<file path="src/rtl/store_align_queue_pkg.sv">
// ============================================================================
// Module      : cpuDefine (package)
// Description : Store size encoding and lane strobe/shift helpers.
// Revision    : 1.0
// ============================================================================
`default_nettype none

package cpuDefine;

    localparam int ADDR_W = 32;

    typedef enum logic [1:0] {
        SIZE_BYTE  = 2'd0,
        SIZE_HALF  = 2'd1,
        SIZE_WORD  = 2'd2,
        SIZE_DWORD = 2'd3
    } store_size_e;

    // Computed over 8 lanes; narrower buses truncate the result.
    function automatic logic [7:0] lane_strobe(input logic [2:0] offset, input logic [1:0] size);
        logic [15:0] w_ones;
        w_ones = (16'd1 << (16'd1 << size)) - 16'd1;
        return 8'(w_ones << offset);
    endfunction

    function automatic logic [63:0] lane_shift(input logic [63:0] data, input logic [2:0] offset,
                                               input logic [1:0] size);
        logic [63:0] w_kept;
        w_kept = '0;
        for (int i = 0; i < 8; i++) begin
            if (4'(i) < (4'd1 << size)) begin
                w_kept[8*i +: 8] = data[8*i +: 8];
            end
        end
        return w_kept << {offset, 3'b000};
    endfunction

endpackage

`default_nettype wire

</file>
<file path="src/rtl/store_align_queue_if.sv">
// ============================================================================
// Module      : store_align_queue_if
// Description : Store request and aligned memory-write handshake bundle.
// Revision    : 1.0
// ============================================================================
`default_nettype none

interface store_align_queue_if #(
    parameter int DATA_W = 32
);
    import cpuDefine::*;

    logic                  in_valid;
    logic                  in_ready;
    logic [ADDR_W-1:0]     in_addr;
    logic [1:0]            in_size;
    logic [DATA_W-1:0]     in_data;
    logic                  out_valid;
    logic                  out_ready;
    logic [ADDR_W-1:0]     out_addr;
    logic [DATA_W/8-1:0]   out_wstrb;
    logic [DATA_W-1:0]     out_data;

    modport master (
        output in_valid, in_addr, in_size, in_data, out_ready,
        input  in_ready, out_valid, out_addr, out_wstrb, out_data
    );

    modport slave (
        input  in_valid, in_addr, in_size, in_data, out_ready,
        output in_ready, out_valid, out_addr, out_wstrb, out_data
    );
endinterface

`default_nettype wire

</file>
<file path="src/rtl/store_align_queue_lane_align.sv">
// ============================================================================
// Module      : store_lane_align
// Description : Combinational byte-lane strobe, data shift and misalign check.
// Revision    : 1.0
// ============================================================================
`default_nettype none

module store_lane_align
    import cpuDefine::*;
#(
    parameter int DATA_W = 32,
    parameter int LANES  = DATA_W / 8,
    parameter int OFF_W  = $clog2(LANES)
) (
    input  wire logic [OFF_W-1:0]  offset,
    input  wire logic [1:0]        size,
    input  wire logic [DATA_W-1:0] data_in,
    output logic      [LANES-1:0]  wstrb,
    output logic      [DATA_W-1:0] data_out,
    output logic                   misalign
);

    logic [2:0] w_off3;
    logic [2:0] w_bytes_m1;

    assign w_off3     = 3'(offset);
    assign w_bytes_m1 = 3'((4'd1 << size) - 4'd1);

    // A dword never fits a 4-lane bus regardless of offset.
    assign misalign = (|(w_off3 & w_bytes_m1)) || ((LANES < 8) && (size == SIZE_DWORD));
    assign wstrb    = LANES'(lane_strobe(w_off3, size));
    assign data_out = DATA_W'(lane_shift(64'(data_in), w_off3, size));

endmodule

`default_nettype wire

</file>
<file path="src/rtl/store_align_queue.sv">
// ============================================================================
// Module      : store_align_queue
// Description : Aligns store requests to bus lanes and buffers them in a FIFO.
// Revision    : 1.0
// ============================================================================
`default_nettype none

module store_align_queue
    import cpuDefine::*;
#(
    parameter int DATA_W = 32,
    parameter int DEPTH  = 4
) (
    input  wire logic                   clk,
    input  wire logic                   rst_n,
    input  wire logic                   flush,
    store_align_queue_if.slave          bus,
    output logic                        misalign_err,
    output logic [$clog2(DEPTH):0]      count
);

    localparam int LANES = DATA_W / 8;
    localparam int OFF_W = $clog2(LANES);
    localparam int PTR_W = $clog2(DEPTH);
    localparam int CNT_W = PTR_W + 1;

    logic [ADDR_W-1:0] r_mem_addr [DEPTH];
    logic [LANES-1:0]  r_mem_strb [DEPTH];
    logic [DATA_W-1:0] r_mem_data [DEPTH];

    logic [PTR_W-1:0]  r_wr_ptr;
    logic [PTR_W-1:0]  r_rd_ptr;
    logic [CNT_W-1:0]  r_count;
    logic              r_misalign_err;

    logic [LANES-1:0]  w_strb;
    logic [DATA_W-1:0] w_data;
    logic              w_misalign;
    logic [ADDR_W-1:0] w_addr;
    logic              w_hs;
    logic              w_enq;
    logic              w_deq;

    store_lane_align #(
        .DATA_W (DATA_W)
    ) u_lane_align (
        .offset   (bus.in_addr[OFF_W-1:0]),
        .size     (bus.in_size),
        .data_in  (bus.in_data),
        .wstrb    (w_strb),
        .data_out (w_data),
        .misalign (w_misalign)
    );

    assign w_addr = {bus.in_addr[ADDR_W-1:OFF_W], {OFF_W{1'b0}}};
    assign w_hs   = bus.in_valid && bus.in_ready;
    assign w_enq  = w_hs && !w_misalign && !flush;
    assign w_deq  = bus.out_valid && bus.out_ready && !flush;

    // Head is read straight from storage, so an empty queue has no input-to-output path.
    assign bus.in_ready  = (r_count != CNT_W'(DEPTH));
    assign bus.out_valid = (r_count != '0);
    assign bus.out_addr  = r_mem_addr[r_rd_ptr];
    assign bus.out_wstrb = r_mem_strb[r_rd_ptr];
    assign bus.out_data  = r_mem_data[r_rd_ptr];
    assign misalign_err  = r_misalign_err;
    assign count         = r_count;

    always_ff @(posedge clk) begin
        if (w_enq) begin
            r_mem_addr[r_wr_ptr] <= w_addr;
            r_mem_strb[r_wr_ptr] <= w_strb;
            r_mem_data[r_wr_ptr] <= w_data;
        end
    end

    always_ff @(posedge clk or negedge rst_n) begin
        if (!rst_n) begin
            r_wr_ptr       <= '0;
            r_rd_ptr       <= '0;
            r_count        <= '0;
            r_misalign_err <= 1'b0;
        end else begin
            r_misalign_err <= w_hs && w_misalign;
            if (flush) begin
                r_wr_ptr <= '0;
                r_rd_ptr <= '0;
                r_count  <= '0;
            end else begin
                if (w_enq) begin
                    r_wr_ptr <= r_wr_ptr + 1'b1;
                end
                if (w_deq) begin
                    r_rd_ptr <= r_rd_ptr + 1'b1;
                end
                if (w_enq && !w_deq) begin
                    r_count <= r_count + 1'b1;
                end else if (w_deq && !w_enq) begin
                    r_count <= r_count - 1'b1;
                end
            end
        end
    end

endmodule

`default_nettype wire

</file>
<file path="src/flat_wrapper.sv">
// flat-port wrapper written by rule: the top's interface ports become plain ports
module store_align_queue_flat import cpuDefine::*;
#(
    parameter int DATA_W = 32,
    parameter int DEPTH  = 4
)
  (clk, rst_n, flush, misalign_err, count, bus_in_valid, bus_in_addr, bus_in_size, bus_in_data, bus_out_ready, bus_in_ready, bus_out_valid, bus_out_addr, bus_out_wstrb, bus_out_data);
  store_align_queue_if #(.DATA_W(DATA_W)) bus_i ();
  input  wire logic clk;
  input  wire logic rst_n;
  input  wire logic flush;
  output logic misalign_err;
  output logic [$clog2(DEPTH):0] count;
  input wire logic [$bits(bus_i.in_valid)-1:0] bus_in_valid;
  input wire logic [$bits(bus_i.in_addr)-1:0] bus_in_addr;
  input wire logic [$bits(bus_i.in_size)-1:0] bus_in_size;
  input wire logic [$bits(bus_i.in_data)-1:0] bus_in_data;
  input wire logic [$bits(bus_i.out_ready)-1:0] bus_out_ready;
  output wire logic [$bits(bus_i.in_ready)-1:0] bus_in_ready;
  output wire logic [$bits(bus_i.out_valid)-1:0] bus_out_valid;
  output wire logic [$bits(bus_i.out_addr)-1:0] bus_out_addr;
  output wire logic [$bits(bus_i.out_wstrb)-1:0] bus_out_wstrb;
  output wire logic [$bits(bus_i.out_data)-1:0] bus_out_data;
  assign bus_i.in_valid = bus_in_valid;
  assign bus_i.in_addr = bus_in_addr;
  assign bus_i.in_size = bus_in_size;
  assign bus_i.in_data = bus_in_data;
  assign bus_i.out_ready = bus_out_ready;
  assign bus_in_ready = bus_i.in_ready;
  assign bus_out_valid = bus_i.out_valid;
  assign bus_out_addr = bus_i.out_addr;
  assign bus_out_wstrb = bus_i.out_wstrb;
  assign bus_out_data = bus_i.out_data;
  store_align_queue #(.DATA_W(DATA_W), .DEPTH(DEPTH)) u_core (.clk(clk), .rst_n(rst_n), .flush(flush), .bus(bus_i), .misalign_err(misalign_err), .count(count));
endmodule
</file>
<file path="config.mk">
export PLATFORM = sky130hd
export DESIGN_NAME = store_align_queue_flat
export DESIGN_NICKNAME = d
export VERILOG_FILES = /design/src/rtl/store_align_queue_pkg.sv /design/src/rtl/store_align_queue_if.sv /design/src/rtl/store_align_queue_lane_align.sv /design/src/rtl/store_align_queue.sv /design/src/flat_wrapper.sv
export SDC_FILE = /design/constraint.sdc
export NUM_CORES = 1
export LEC_CHECK = 0
export ABC_AREA = 1
export CORE_MARGIN = 2
export CORE_UTILIZATION = 45
export CTS_BUF_LIST = sky130_fd_sc_hd__clkbuf_4
export CTS_CLUSTER_SIZE = 8
export DETAILED_ROUTE_END_ITERATION = 7
export PLACE_DENSITY = 0.74
export SYNTH_ARGS = -nofsm -noshare
export SYNTH_HDL_FRONTEND = slang
export SYNTH_HIERARCHICAL = 1
export SYNTH_SLANG_ARGS = --single-unit
</file>
<file path="constraint.sdc">
create_clock -name clk -period 4.3 [get_ports clk]
set_input_delay 1.075 -clock clk [delete_from_list [all_inputs] [get_ports clk]]
set_output_delay 1.075 -clock clk [all_outputs]
set_load 0.005 [all_outputs]
</file>
==> results by group, run 1 <==
Layout
  – Share of layout cells above drive strength 1: between 10% and 20%
  – Multi-input logic area: 2550 µm²
  – Final instance area: around 14000 µm²
  – Non-filler instance count after layout: ~1400
  – Antenna cells: 0
  – Fillers: 2030
  – Final nets: roughly 1100
  – Final Core Density: a little under three fifths
  – Most common cell after layout, fill and taps aside: edfxtp_1
  – Sequential cell area: 8130 µm²
  – Area Overhead vs Synth: 22.3%
  – Commonest cells after routing, fill and taps aside: 264 x edfxtp_1, 162 x nor2_1, 142 x clkdlybuf4s50_1

STA
  – Final Skew: 0.0476 ns
  – Max-slew headroom: ~50%
  – Worst setup margin: roughly 0.42 ns
  – RSZ-0062 raised after global routing: no
  – Worst-margin pin slew: 0.752 ns
  – Slew Limit Fails: 0
  – Final-report hold violation count: 0
  – Fin crit period: between 3 and 4 ns
  – Fmax: 258 MHz
  – Period utilization: about nine tenths
  – Final setup vio count: 0

Critical path
  – Worst-path fanout max: between 50 and 60
  – Max incr delay on CP: roughly 0.57 ns
  – R2R setup slack: 2.33 ns
  – Cell chain of the critical path: inv_4, buf_12, o21ai_0, o22ai_1, clkdlybuf4s50_1
  – Worst setup EP type: primary output
  – Critical Path AT: 2.80 ns
  – Critical Path Start Type: register
  – Worst path top cell family by delay: buffers and inverters
  – CP bufs+invs: 3
  – WP data required: about 3.2 ns
  – CP max-delay cell: clkdlybuf4s50_1
  – Critical path class: register to primary output

GRT
  – Vias in the first global route: approximately 7500
  – Gr usage total: 19.2%
  – First-pass GRT wire length: between 30 and 40 mm
  – Global route overflow: 0
  – Initial antenna violation count: 0
  – Largest net degree at the start of global routing: between 70 and 80

Clock network
  – Clock sink count: 272
  – TritonCTS clock tree: done
  – Setup Buffers After CTS: 0
  – Num CTS Buffers: just under 70
  – CTS clock-pin slew for the worst setup and hold paths: 0.06 ns
  – CTS resizes: 0
  – CTS Buffer Depth: 3
  – Cts hold-fix bufs: 0
  – Clock latency on the worst-skew pair: between 0.6 and 0.7 ns
  – Root Buffer: clkbuf_4
  – H-tree depth: 3

Floorplan
  – Core Footprint: approximately 24000 µm²
  – Die footprint: approximately 26000 µm²
  – Chip height: ~160 µm
  – Starting Density: a little under half
  – Die width: around 160 µm
  – Row count: 57
  – I/O Pins: around 150

Synth
  – Syn Inst Count: 876
  – Synthesized flop and latch total: 272
  – Ranking of synthesized cells by area: edfxtp_1 71%, nor2_1 5.6%, o21ai_0 5.6%, o22ai_1 3.7%, nand3_1 2.1%
  – Synth Warn #: 6
  – Register area share after synthesis: between 70% and 80%
  – Synth area leader: edfxtp_1
  – Synth Cell Area: 11100 µm²
  – Mean Syn Cell Area: about 13 µm²
  – Cell variety after synth: 31
  – Area share of the largest cell type after synthesis: between 70% and 80%

Place
  – Setup WS pre-CTS: ~0.34 ns
  – Final Wtd Congestion: 0.899
  – IO buf count: 142
  – Placed Area: 12800 µm²
  – Placed insts: 1300
  – Final HPWL DP: 14.3 mm

Outcome
  – Status: complete, no violations

Power and ir drop
  – Leak Pwr: between 4 and 5 nW
  – Worst VDD drop: about 220 µV
  – Pwr Density: roughly 480 nW/µm²

Drt
  – Routed len/inst: 17.4 µm
  – Drt first pass iters: 5
  – DR vias: around 7400
  – Routed Antenna Nets: 0
  – DR vias/cell: 5.28
  – Initial detailed-routing violation count: between 600 and 700
  – Routed WL: 24.5 mm
  – DR DRC count: 0

Hold path
  – Worst min path class: register to register

Run
  – Max cap viols: 0
per-layer routing:
metal	up-vias	global-route usage [%]	wire length, µm	share of wire [%]
li1	3562	-	-	-
met1	3536	25.1	10300	42
met2	296	31.6	11800	48
met3	40	4.55	1930	7.9
met4	0	7.14	438	1.8
met5	-	0	0	0
cell type report:
type,count,share of cell area [%]
Clock inverter,18,0.718
Inverter,30,0.949
Timing Repair Buffer,155,11.7
Clock buffer,90,4.97
Sequential cell,272,59.9
Multi-Input combinational cell,519,18.8
Tap cell,324,2.98
cell families (layout without fill, tap and decap cells):
| kind of cell | count (synthesis) | in the layout | share of synthesized area (%) |
|---|---|---|---|
| AO/OA/AOI/OAI | 227 | 227 | 11.1 |
| XOR/XNOR | 1 | 1 | 0.0788 |
| adder cells (fa/ha/maj) | 7 | 7 | 0.856 |
| buffers and inverters | 86 | 293 | 4.19 |
| flip-flops | 272 | 272 | 73.1 |
| other | 1 | 2 | 0.0337 |
| AND/OR/NAND/NOR | 282 | 282 | 10.6 |
stage by stage:
step	hold slack, ns	power, mW	TNS [ns]
finish	0.578	6.49	0
global route	0.626	6.84	0
global placement	0.567	4.60	0
CTS	0.582	6.58	0
floorplan	0.514	3.85	-281.83
detailed placement	0.571	4.63	0
synth_stat cells:
cell,instances
bufinv_8,1
nand2_1,58
ha_1,6
a21oi_1,19
inv_1,18
o221ai_1,1
xnor2_1,1
a21oi_2,1
o21bai_1,1
nor2_1,166
inv_2,10
nor2_2,1
edfxtp_1,264
nand2_4,2
inv_4,1
clkbuf_1,18
dfrtp_1,8
conb_1,1
buf_4,4
o22ai_1,66
buf_2,23
o31ai_1,1
nand3_2,2
o21ai_1,14
buf_6,11
nand3_1,46
nor2_4,2
o21ai_0,124
nand2_2,4
nand4_2,1
fa_1,1
registers in the layout, indices dropped and copies added (netlist names):
name / flops
u_core/r_mem_strb: 16
u_core/r_mem_data: 128
u_core/count: 3
u_core/misalign_err: 1
u_core/r_mem_addr: 120
u_core/r_wr_ptr: 2
u_core/r_rd_ptr: 2
power by group:
| group | internal, mW | total, mW | switching, mW | leakage, nW |
|---|---|---|---|---|
| registers | 2.98 | 3.01 | 0.0329 | 2.50 |
| clock network | 0.979 | 1.94 | 0.956 | 0.466 |
| logic | 0.717 | 1.54 | 0.824 | 1.78 |
final timing paths:
path	start	end	cells past startpoint
worst max register to register	u_core/count[1]$_DFFE_PN0P_	u_core/count[2]$_DFFE_PN0P_	12
max in group asynchronous	rst_n	u_core/r_wr_ptr[0]$_DFFE_PN0P_	1
min in group asynchronous	rst_n	u_core/misalign_err$_DFF_PN0_	1
worst max-delay path	u_core/r_rd_ptr[0]$_DFFE_PN0P_	bus_out_data[1]	5
worst min-delay path	u_core/r_wr_ptr[0]$_DFFE_PN0P_	u_core/r_wr_ptr[0]$_DFFE_PN0P_	1
worst min register to register	u_core/r_wr_ptr[0]$_DFFE_PN0P_	u_core/r_wr_ptr[0]$_DFFE_PN0P_	1
Note: power is estimated with default switching activity, not from simulation.
==> inputs of run 2 (changes only) <==
--- a/config.mk
+++ b/config.mk
@@ -7,12 +7,11 @@
 export LEC_CHECK = 0
 export ABC_AREA = 1
 export CORE_MARGIN = 2
-export CORE_UTILIZATION = 45
+export CORE_UTILIZATION = 54
 export CTS_BUF_LIST = sky130_fd_sc_hd__clkbuf_4
 export CTS_CLUSTER_SIZE = 8
 export DETAILED_ROUTE_END_ITERATION = 7
-export PLACE_DENSITY = 0.74
+export PLACE_DENSITY = 0.85
 export SYNTH_ARGS = -nofsm -noshare
 export SYNTH_HDL_FRONTEND = slang
-export SYNTH_HIERARCHICAL = 1
 export SYNTH_SLANG_ARGS = --single-unit
==> run 2 against run 1 <==
Compared with the run above: the run now ends with DRC left; sequential cell count unchanged; first-iteration DRC count increased by 18%; power increased by 4.3%; combinational power increased by 3%; critical path depth unchanged; die area decreased by 17%; largest cell class unchanged; highest routed layer unchanged.
==> results by group, run 2 <==
Outcome
  – Status: finished with violations
  – Failing checks: DRC

Synth
  – Synthesized flop and latch total: 272 (unchanged)
  – Register area share after synthesis: 73.4% (+0.28 points)
  – Mean Syn Cell Area: 12.7 µm² (+0.30%)
  – Main synth FF type: edfxtp_1
  – Ranking of synthesized cells by area: edfxtp_1 72%, o21ai_0 6.2%, nor2_1 5.7%, o22ai_1 3.7%, dfrtp_1 1.8%
  – Synth area leader: edfxtp_1
  – Post-synth EDFFs: 264 (unchanged)
  – Area share of the largest cell type after synthesis: 71.6% (+0.27 points)
  – Synth Warn #: 0 (-6)
  – Top post-synthesis cells by count: 264 x edfxtp_1, 169 x nor2_1, 137 x o21ai_0
  – Count leader, synth: edfxtp_1
  – Asr flop ratio synth: 2.94% (unchanged)
  – Synth Cell Area: 11100 µm² (-0.38%)
  – Syn Inst Count: 870 (-0.68%)
  – Cell variety after synth: 33 (+6.5%)

STA
  – Max-slew headroom: 54.4% (+4.5 points)
  – Fmax: 255 MHz (-1.1%)
  – Fin crit period: 3.92 ns (+0.0424 ns)
  – Setup total negative slack: 0 ns (unchanged)
  – Final setup vio count: 0 (unchanged)
  – Worst-margin pin slew: 0.684 ns (-0.0677 ns)
  – Final-report hold violation count: 0 (unchanged)
  – Period utilization: 91.2% (+0.99 points)
  – Final Skew: 0.0351 ns (-0.0125 ns)
  – Slew Limit Fails: 0 (unchanged)
  – RSZ-0062 raised after global routing: no

Clock network
  – TritonCTS clock tree: done
  – Clock sink count: 272 (unchanged)
  – Num CTS Buffers: 67 (-2.9%)
  – Cts hold-fix bufs: 0 (unchanged)
  – Root Buffer: clkbuf_4
  – CTS clock-pin slew for the worst setup and hold paths: 0.06 ns (about the same)
  – Clock latency on the worst-skew pair: 0.64 ns (-0.03 ns)
  – H-tree depth: 3 (unchanged)
  – CTS Buffer Depth: 3 (unchanged)
  – CTS resizes: 0 (unchanged)
  – Setup Buffers After CTS: 0 (unchanged)

Layout
  – Share of layout cells above drive strength 1: 13.1% (-0.28 points)
  – Biggest register: u_core.r_mem_data
  – Most common cell after layout, fill and taps aside: edfxtp_1
  – Top Registers: u_core.r_mem_data x128, u_core.r_mem_addr x120, u_core.r_mem_strb x16
  – Final nets: 1125 (unchanged)
  – Final Core Density: 67.9% (+12 points)
  – Commonest cells after routing, fill and taps aside: 264 x edfxtp_1, 165 x nor2_1, 142 x clkdlybuf4s50_1
  – Area Overhead vs Synth: 23.8%
  – Max reg flops: 128 (unchanged)

GRT
  – Grt peak-use layer: met2
  – Gr usage total: 23.9% (+4.7 points)
  – Global route overflow: 0 (unchanged)
  – Met1 usage: 31.8% (+6.7 points)
  – Met3 usage: 5.22% (+0.67 points)
  – Largest net degree at the start of global routing: 134 (+89%)
  – Initial antenna violation count: 2 (+2)
  – Grt met2 use: 39.6% (+8.0 points)
  – First-pass GRT wire length: 40.0 mm (+3.4%)
  – Vias in the first global route: 7527 (+0.59%)

Critical path
  – WP data required: 3.22 ns (about the same)
  – Critical Path AT: 2.85 ns (+0.05 ns)
  – Critical Path Start Type: register
  – CP startpoint: u_core.r_rd_ptr[0]$_DFFE_PN0P_
  – Worst setup EP type: primary output
  – Depth of the most critical reg-to-reg path: 13 (+1)
  – Worst-path fanout max: 36 (-36%)
  – RR Startpoint: u_core.count[2]$_DFFE_PN0P_
  – Critical path class: register to primary output

Floorplan
  – Starting Density: 54.9% (+9.1 points)
  – Chip height: 147 µm (-8.7%)
  – Die width: 147 µm (-8.7%)
  – I/O Pins: 145 (unchanged)
  – Row count: 52 (-8.8%)
  – Die footprint: 21700 µm² (-17%)
  – Core Footprint: 20200 µm² (-17%)

Drt
  – Routed Antenna Nets: 0 (unchanged)
  – DR vias/cell: 5.65 (+7.1%)
  – DR vias: 7713 (+3.8%)
  – Drt first pass iters: 8 (+3)
  – Routed WL: 25.9 mm (+5.5%)
  – Routed len/inst: 19.0 µm (+8.9%)
  – DR DRC count: 6 (+6)
  – Initial detailed-routing violation count: 777 (+18%)

Power and ir drop
  – Leak Pwr: 4.82 nW (+1.6%)
  – Pwr Density: 494 nW/µm² (+3.4%)
  – Worst VDD drop: 211 µV (-5.0%)

Hold path
  – Worst min path class: register to register
  – Hold Startpoint: u_core.r_wr_ptr[0]$_DFFE_PN0P_
  – Hold depth: 1 (unchanged)

Run
  – Max cap viols: 0 (unchanged)

Place
  – Final HPWL DP: 16.2 mm (+14%)
  – Final Wtd Congestion: 0.988 (+10%)
  – IO buf count: 142 (unchanged)
## run 2: changes by cell type after synthesis, moves of 13 or more
cell / delta
o21ai_0: +13
clkbuf_1: +14
nand3_1: -20
inv_1: +24
buf_2: -16
## run 2: worst paths after layout
kind / end / slack [ns]
worst max-delay path: bus_out_data[25] / 0.38
worst min-delay path: u_core.r_wr_ptr[0]$_DFFE_PN0P_ / 0.58
worst max register to register: u_core.count[2]$_DFFE_PN0P_ / 2.15
worst min register to register: u_core.r_wr_ptr[0]$_DFFE_PN0P_ / 0.58
max in group asynchronous: u_core.r_rd_ptr[0]$_DFFE_PN0P_ / 3.27
min in group asynchronous: u_core.count[1]$_DFFE_PN0P_ / 0.72
## run 2: layer usage
layer | wire length, µm | share of wire, % | vias to the layer above
met5 | 0 | 0 | -
li1 | - | - | 3561
met1 | 10200 | 39 | 3708
met4 | 532 | 2.1 | 0
met3 | 2200 | 8.5 | 46
met2 | 12900 | 50 | 398
## run 2: per-stage QoR
step	total power, mW	cell area [µm²]	hold WS (ns)	std cells	setup slack [ns]
floorplan	3.82	11100	0.516	871	-0.0879
CTS	6.82	13700	0.591	1362	0.328
global placement	4.62	12800	0.552	1246	0.474
detailed placement	4.66	12800	0.572	1246	0.388
finish	6.77	13700	0.583	1364	0.379
global route	7.09	13700	0.610	1364	0.209
## run 2: logic make-up (layout without fill, tap and decap cells)
kind of cell / after synthesis / count (layout) / share of synthesized area, %
AOI/OAI and AO/OA: 233 / 233 / 11.8
and+or+nand+nor: 256 / 256 / 9.65
DFF: 272 / 272 / 73.4
other: 1 / 4 / 0.0339
buffers and inverters: 97 / 318 / 3.84
xor gates and xnor gates: 2 / 2 / 0.158
adders and majority gates: 9 / 9 / 1.09
## run 2: layout make-up
class	instances	area [µm²]
multi-input combinational	502	2550
sequential	272	8130
tap	270	338
timing repair buffer	159	1640
clock inverter	21	160
clock buffer	95	713
antenna	2	5.00
inverter	43	166
fill	1414	6470
## run 2: report_power, final
part	internal, mW	total, mW	switching [mW]
Clock	1.20	2.17	0.966
Sequential	2.98	3.01	0.0316
Combinational	0.733	1.59	0.858
## run 2: critical path: stages (launching register included)
cell and delay [ns]:
dfrtp_4 0.51, inv_4 0.29, buf_4 0.34, o21ai_0 0.13, o22ai_1 0.33, clkdlybuf4s50_1 0.59
